<file path="src/rtl/mux_ft_pkg.sv">
// Shared types and widths for the redundant-channel failover controller.
package mux_ft_pkg;

    localparam int CNT_W   = 4;
    localparam int SWCNT_W = 8;

    typedef enum logic [1:0] {
        USE0 = 2'd0,
        USE1 = 2'd1,
        DEAD = 2'd2
    } ctrl_state_t;

endpackage

</file>
<file path="src/rtl/chan_health.sv">
// Per-channel health tracker: even-parity check, consecutive error/good
// counters and the registered FAIL flag with hysteresis.
module chan_health
    import mux_ft_pkg::*;
#(
    parameter int WIDTH          = 8,
    parameter int FAIL_THRESH    = 3,
    parameter int RECOVER_THRESH = 4
) (
    input  logic             clk,
    input  logic             rst_n,
    input  logic [WIDTH-1:0] d,
    input  logic             p,
    input  logic             v,
    output logic             good,
    output logic             fail
);

    localparam logic [CNT_W-1:0] FAIL_MAX  = CNT_W'(FAIL_THRESH);
    localparam logic [CNT_W-1:0] FAIL_LAST = CNT_W'(FAIL_THRESH - 1);
    localparam logic [CNT_W-1:0] REC_LAST  = CNT_W'(RECOVER_THRESH - 1);

    logic             perr;
    logic [CNT_W-1:0] err_cnt;
    logic [CNT_W-1:0] good_cnt;

    // An invalid word is neither good nor bad: both terms are gated by v.
    assign perr = v & (^{d, p});
    assign good = v & ~perr;

    // NOTE: sequential state uses non-blocking assignments so every register
    // samples pre-edge values, independent of statement order.
    always_ff @(posedge clk or negedge rst_n) begin
        if (!rst_n) begin
            err_cnt  <= '0;
            good_cnt <= '0;
            fail     <= 1'b0;
        end else if (fail && good && good_cnt == REC_LAST) begin
            fail     <= 1'b0;
            err_cnt  <= '0;
            good_cnt <= '0;
        end else if (perr) begin
            if (err_cnt != FAIL_MAX) err_cnt <= err_cnt + 1'b1;
            if (err_cnt >= FAIL_LAST) fail <= 1'b1;
            good_cnt <= '0;
        end else if (good) begin
            err_cnt <= '0;
            if (fail) good_cnt <= good_cnt + 1'b1;
        end
    end

endmodule

</file>
<file path="src/rtl/mux_failover_ctrl.sv">
// Two-channel redundant data selector: health-driven failover with manual
// force override, registered output data and a saturating switch counter.
module mux_failover_ctrl
    import mux_ft_pkg::*;
#(
    parameter int WIDTH          = 8,
    parameter int FAIL_THRESH    = 3,
    parameter int RECOVER_THRESH = 4
) (
    input  logic               CK,
    input  logic               RN,
    input  logic [WIDTH-1:0]   D0,
    input  logic [WIDTH-1:0]   D1,
    input  logic               P0,
    input  logic               P1,
    input  logic               V0,
    input  logic               V1,
    input  logic               FORCE_EN,
    input  logic               FORCE_SL,
    output logic [WIDTH-1:0]   Z,
    output logic               ZV,
    output logic               SL,
    output logic               FAIL0,
    output logic               FAIL1,
    output logic               ALARM,
    output logic [SWCNT_W-1:0] SWCNT
);

    ctrl_state_t state;
    ctrl_state_t nxt;
    logic        good0;
    logic        good1;
    logic        sel_good;
    logic        switch_evt;

    chan_health #(
        .WIDTH(WIDTH), .FAIL_THRESH(FAIL_THRESH), .RECOVER_THRESH(RECOVER_THRESH)
    ) u_ch0 (
        .clk(CK), .rst_n(RN), .d(D0), .p(P0), .v(V0), .good(good0), .fail(FAIL0)
    );

    chan_health #(
        .WIDTH(WIDTH), .FAIL_THRESH(FAIL_THRESH), .RECOVER_THRESH(RECOVER_THRESH)
    ) u_ch1 (
        .clk(CK), .rst_n(RN), .d(D1), .p(P1), .v(V1), .good(good1), .fail(FAIL1)
    );

    // Transitions look only at the registered FAIL flags, so SL lags them by one cycle.
    // NOTE: nxt gets a default before the case so no path leaves it unassigned
    // and no latch is inferred.
    always_comb begin
        nxt = state;
        if (FORCE_EN) begin
            nxt = FORCE_SL ? USE1 : USE0;
        end else begin
            case (state)
                USE0: if (FAIL0 && FAIL1) nxt = DEAD;
                      else if (FAIL0)     nxt = USE1;
                USE1: if (FAIL0 && FAIL1) nxt = DEAD;
                      else if (FAIL1)     nxt = USE0;
                DEAD: if (!FAIL0)         nxt = USE0;
                      else if (!FAIL1)    nxt = USE1;
                default:                  nxt = USE0;
            endcase
        end
    end

    // Only direct USE0<->USE1 moves count; entering or leaving DEAD does not.
    assign switch_evt = (state == USE0 && nxt == USE1) || (state == USE1 && nxt == USE0);
    assign sel_good   = SL ? good1 : good0;

    always_ff @(posedge CK or negedge RN) begin
        if (!RN) begin
            state <= USE0;
            SL    <= 1'b0;
            ALARM <= 1'b0;
            SWCNT <= '0;
            Z     <= '0;
            ZV    <= 1'b0;
        end else begin
            state <= nxt;
            ALARM <= (nxt == DEAD);
            if (nxt == USE0)      SL <= 1'b0;
            else if (nxt == USE1) SL <= 1'b1;

            if (switch_evt && SWCNT != '1) SWCNT <= SWCNT + 1'b1;

            if (state != DEAD && sel_good) begin
                Z  <= SL ? D1 : D0;
                ZV <= 1'b1;
            end else begin
                ZV <= 1'b0;
            end
        end
    end

endmodule

</file>
<file path="config.mk">
export PLATFORM = sky130hd
export DESIGN_NAME = mux_failover_ctrl
export DESIGN_NICKNAME = d
export VERILOG_FILES = /design/src/rtl/mux_ft_pkg.sv /design/src/rtl/chan_health.sv /design/src/rtl/mux_failover_ctrl.sv
export SDC_FILE = /design/constraint.sdc
export NUM_CORES = 1
export LEC_CHECK = 0
export CAP_MARGIN = 20
export CORE_MARGIN = 2
export CORE_UTILIZATION = 30
export DETAILED_ROUTE_END_ITERATION = 6
export SYNTH_ARGS = -nofsm -noshare
export SYNTH_HDL_FRONTEND = slang
export SYNTH_SLANG_ARGS = --single-unit
</file>
<file path="constraint.sdc">
create_clock -name CK -period 1.9 [get_ports CK]
set_input_delay 0.38 -clock CK [delete_from_list [all_inputs] [get_ports CK]]
set_output_delay 0.38 -clock CK [all_outputs]
set_load 0.02 [all_outputs]
</file>
* After elaboration in Yosys (flattened, before gate mapping) *
Cells that the tools add are included.

storage, ports and cells
  register bits after elaboration = 39
  input bits = 24
  output and inout port bits = 21
  logic and storage cells = 102

cells by class
  add/sub/neg operators = 5
  order comparisons = 2
  equal/unequal tests = 12
  multiplexer cells = 36
  bitwise operators = 6
  reductions and logical operators = 29

operator list
  operator                                                           count
  two-way mux 4 bit                                                  16
  parity 9 bit                                                       2
  adder 4 x 1 -> 4 bit, second input constant                        4
  two-way mux 2 bit                                                  7
  AND reduction 2 bit                                                6
  nonzero test 3 bit                                                 4
  two-way mux 1 bit                                                  11
  nonzero test 2 bit                                                 5
  logical AND 1 bit                                                  9
  adder 8 x 1 -> 8 bit, second input constant                        1
  equality test 4 x 2 -> 1 bit, second input constant                2
  greater-or-equal comparator 4 x 2 -> 1 bit, second input constant  2
  two-way mux 8 bit                                                  1
  inequality test 4 x 2 -> 1 bit, second input constant              2
  inequality test 8 bit, second input constant                       1
  inequality test 3 bit, second input constant                       2
  one-hot mux 2 bit (3 select lines)                                 1
  bitwise AND 1 bit                                                  4
  equality test 2 x 1 -> 1 bit, second input constant                2
  equality test 2 bit, second input constant                         2
  logical NOT 2 bit                                                  2
  inequality test 2 bit, second input constant                       1
  NOT 1 bit                                                          2
  logical OR 1 bit                                                   1

* Longest topological paths before layout *
  depth in word-level cells = 8
  mapped depth = 7
  gate-level depth less buffers = 6

* By module *
From an unflattened synthesis, not the netlist that was laid out.

second synthesis, totals
  cells, all modules = 213
  area total of the unflattened synthesis = 2268.4 um^2

by module, submodules not included
  module               times used  cells an instance  area an instance (um^2)  seq. area each (um^2)
  mux_failover_ctrl    1           91                 1016.0                   525.5
  chan_health (u_ch0)  1           65                 634.4                    225.2
  chan_health (u_ch1)  1           57                 618.1                    225.2

* Least setup slack after synthesis *
No wires, ideal clock.

  kind = input to register
  start point = in D1[7]
  end point = reg Z[0]
  library setup time = 0.125 ns
  arrival = 1.839 ns
  data required time = 1.775 ns
  slack = -0.064 ns
  cell stages on the path = 5
  buffers on the path = 0
  cells stage by stage = xor2_1 -> xnor3_2 -> xor2_2 -> o22ai_4 -> mux2_2

on the way
  cells in the longest elaborated chain, start to end = 6

RTL lines
  item                    line                     RTL
  start: declaration      mux_failover_ctrl.sv:13  input logic [WIDTH-1:0] D1,
  parity 9 bit            chan_health.sv:28        assign perr = v & (^{d, p});
  bitwise AND 1 bit       chan_health.sv:28
  NOT 1 bit               chan_health.sv:29        assign good = v & ~perr;
  bitwise AND 1 bit       chan_health.sv:29
  two-way mux 1 bit       mux_failover_ctrl.sv:70  assign sel_good = SL ? good1 : good0;
  logical AND 1 bit       mux_failover_ctrl.sv:88  if (state != DEAD && sel_good) begin
  end signal: assignment  mux_failover_ctrl.sv:89  Z <= SL ? D1 : D0;
  end: declaration        mux_failover_ctrl.sv:20  output logic [WIDTH-1:0] Z,

Every way passes these cells.
A chain may end at the register's enable or synchronous reset.

* Final worst setup path *
  start point = in D1[0]
  end point = reg Z[2]

The elaborated chain is that of the path after synthesis.

==> reports/metrics.cfg <==
[run_status]
status = finished, final reports clean

[finish]
fin_cells = 371
nFillCells = 647
num_antenna_cells = 0
fin_nets = 305
area_growth_pct = 46.23
fin_area_um2 = 3151
drive_gt1_share_pct = 30.91

[timing]
final.setup_skew_ps = 5.774
relSlewSlack_pct = 54.37
worst_slew_pin_slew_ps = 684.4
slew_viol_final = 0
fmax_mhz = 531.1
rsz0062_at_grt = true
fin_crit_sh_pct = 99.09
finalSetupViolCount = 0
final-hold-violation-count = 0
period_minus_slack_ps = 1883

[setup_path]
cp-end-kind = flop
worst_ep_required_time_ps = 2080
endpoint = Z[2]
path_max_fanout = 4
arrival_ps = 2070
criticalPathCategory = input port to flop
ff2ff_path_depth = 4
reg2reg_from = u_ch0.fail
r2r-end = SWCNT[1]
start_kind = input port
r2r_slack_ps = 120
crit_start = D1[0]

[die]
die_h_um = 88.75
dieArea_um2 = 7876
core_area_um2 = 6869
die_w_um = 88.75
io_pins = 45
initial_core_util_pct = 31.37
rows = 30

[placed_design]
port_buffers = 44
placed_cells = 356
post_dp_cell_area_um2 = 2868
gp_congestion = 0.7461
hpwl_mm = 3.343

[route]
drt_pass1_iterations = 4
drt-initial-drc-count = 52
routedWlPerCell_um = 12.78
routed_wl_mm = 4.740
vias = 1729
postRouteAntennaNets = 0
viasPerCell = 4.660
drc = 0

[synth]
synth_cell_types = 42
synth_seq_area_share_pct = 45.30
synth_seq_cells = 39
yosysWarnings = 0
syn_nets = 229
syn_inst = 198
avgSynthCellArea_um2 = 10.88
syn_area_um2 = 2155

[global_routing]
antenna_found_initial = 0
globalRouteOverflowTotal = 0
grt_pass1_wl_mm = 7.872
grt_max_degree = 31
grt_pass1_vias = 1733
track_usage_pct = 12.88

[power_and_ir_drop]
leakagePower_nw = 1.387
power_mw = 3.966
power-per-cell-area_nw_per_um2 = 1259
ir_drop_v = 0.0005394

[cts]
cts_max_path_buffers = 2
insertion_delay_ps = 290
cts_tree = built
cts.sinks = 39
htreeDepth = 2
cts-root-buf = clkbuf_8
ctsHoldBuffers = 0
cts_buffers = 5
path_clk_slew_ps = 80

[job]
cap_violations = 0

[hold_path]
worstHoldPathType = input port to asynchronous set/reset pin

-- state kept, by name, summed over array words and instances, names as in the netlist --
name,cells
ALARM,1
SWCNT,8
u_ch1.fail,1
ZV,1
u_ch0.good_cnt,4
SL,1
u_ch1.err_cnt,4
u_ch1.good_cnt,4
u_ch0.fail,1
state,2
Z,8
u_ch0.err_cnt,4
-- layout by cell type (no fill, tap or decap), types with 2 or more instances in the layout --
cell type	count
a21o_1	2
a31oi_1	2
nand2b_1	2
o21ai_0	8
inv_1	11
xnor3_2	2
xor2_1	2
clkdlybuf4s15_2	2
and3_1	3
bufinv_16	2
or4_1	4
xnor2_2	6
o22ai_1	5
nor2_1	8
a21oi_1	11
a22o_1	3
nand2_1	11
buf_4	27
clkdlybuf4s50_1	26
nand4_1	4
clkdlybuf4s15_1	3
xnor2_1	7
nand3_1	8
dfrtp_2	3
mux2_2	18
dfrtp_1	36
dlygate4sd2_1	7
xor2_2	4
buf_6	3
nor3_1	5
clkbuf_8	5
ha_1	7
buf_2	5
-- worst max-delay path: stages --
cell and delay, ps:
clkdlybuf4s15_1 210, xnor2_2 150, xnor3_2 400, xor2_2 180
o22ai_4 170, buf_4 160, buf_16 100, mux2_2 310
-- stage by stage --
step | util [%] | worst slack, ps | setup TNS, ps | hold slack [ps]
final | 45.87 | 17.24 | 0 | 119.2
after global routing | 45.87 | -17.02 | -67.65 | 178.1
after CTS | 45.65 | -28.98 | -107.3 | 140.5
after detailed placement | 41.75 | -749.5 | -18590 | 466.3
after global placement | 41.75 | -670.0 | -16980 | 468.0
after floorplan | - | -64.15 | -513.2 | 84.41
-- final cells by class --
cell class                      instances  area, um^2  area share, %
Tap cell                               96       120.1          3.813
Timing Repair Buffer                   75       683.2          21.68
Clock buffer                            6       72.57          2.303
Inverter                               11       41.29          1.311
Multi-Input combinational cell        142        1194          37.89
Clock inverter                          2       60.06          1.906
Sequential cell                        39       979.7          31.10
-- cell usage after synthesis --
cell type   n  area [um^2]
dfrtp_1    39        975.9
mux2_2     19        214.0
xnor2_1    13        113.9
a21oi_1    11        55.05
inv_1      11        41.29
nand2_1    11        41.29
o21ai_0     9        45.04
nand3_1     8        40.04
nor2_1      8        30.03
ha_1        7        87.58
nor3_1      5        25.02
o22ai_1     5        31.28
xor2_1      5        43.79
clkbuf_1    4        15.01
nand4_1     4        25.02
or4_1       4        30.03
a22o_1      3        26.28
and3_1      3        18.77
a21o_1      2        15.01
a31oi_1     2        12.51
buf_2       2        10.01
nand2b_1    2        12.51
xnor3_2     2        47.55
a22oi_1     1        7.510
a32o_1      1        10.01
a32oi_1     1        8.760
a41oi_1     1        8.760
and2_1      1        6.260
and4_1      1        8.760
and4b_1     1        10.01
mux2i_1     1        10.01
nand3b_1    1        7.510
nor3b_1     1        7.510
nor4_1      1        6.260
o211a_1     1        10.01
o22ai_4     1        20.02
o2bb2ai_1   1        8.760
or3_1       1        6.260
or3b_1      1        8.760
or3b_2      1        8.760
xor2_2      1        16.27
xor2_4      1        27.53
-- cell families after synthesis --
kind of cell	count (synthesis)	share of synthesized area, %
simple gates	54	13.59
compound gates	39	12.02
flops	39	45.30
xor+xnor	22	11.56
mux	20	10.40
buf+inv	17	3.078
fa+ha+maj	7	4.065
-- power by group --
part	leakage, nW	switching (mW)	internal (mW)
sequential	0.495	0.243	1.10
clock	0.0654	0.301	0.525
combinational	0.826	0.810	0.990
-- what timing repair did --
item | in CTS | in global routing
setup buffers | 4 | 2
endpoints found under the setup margin | 35 | 8
resized for setup | 59 | 0
gates cloned | 1 | 0
pin swaps | 14 | 3
-- how the worst min path moves through the flow --
stage                to  slack (ps)  start
6_report       SWCNT[3]         120     RN
5_1_grt        SWCNT[5]         180     RN
4_1_cts        SWCNT[4]         140     RN
3_5_place_dp   SWCNT[4]         470     RN
3_3_place_gp   SWCNT[5]         470     RN
2_1_floorplan     ALARM          80     RN
-- layer usage --
metal	vias to the layer above	track usage [%]	wire (um)	part of all wire (%)
met4	0	4.683	91	1.9
met5	-	0	0	0
met1	825	17.09	2260	48
met3	9	3.451	218	4.6
met2	34	20.22	2170	46
li1	861	-	-	-
(Power assumes the default switching activity.)
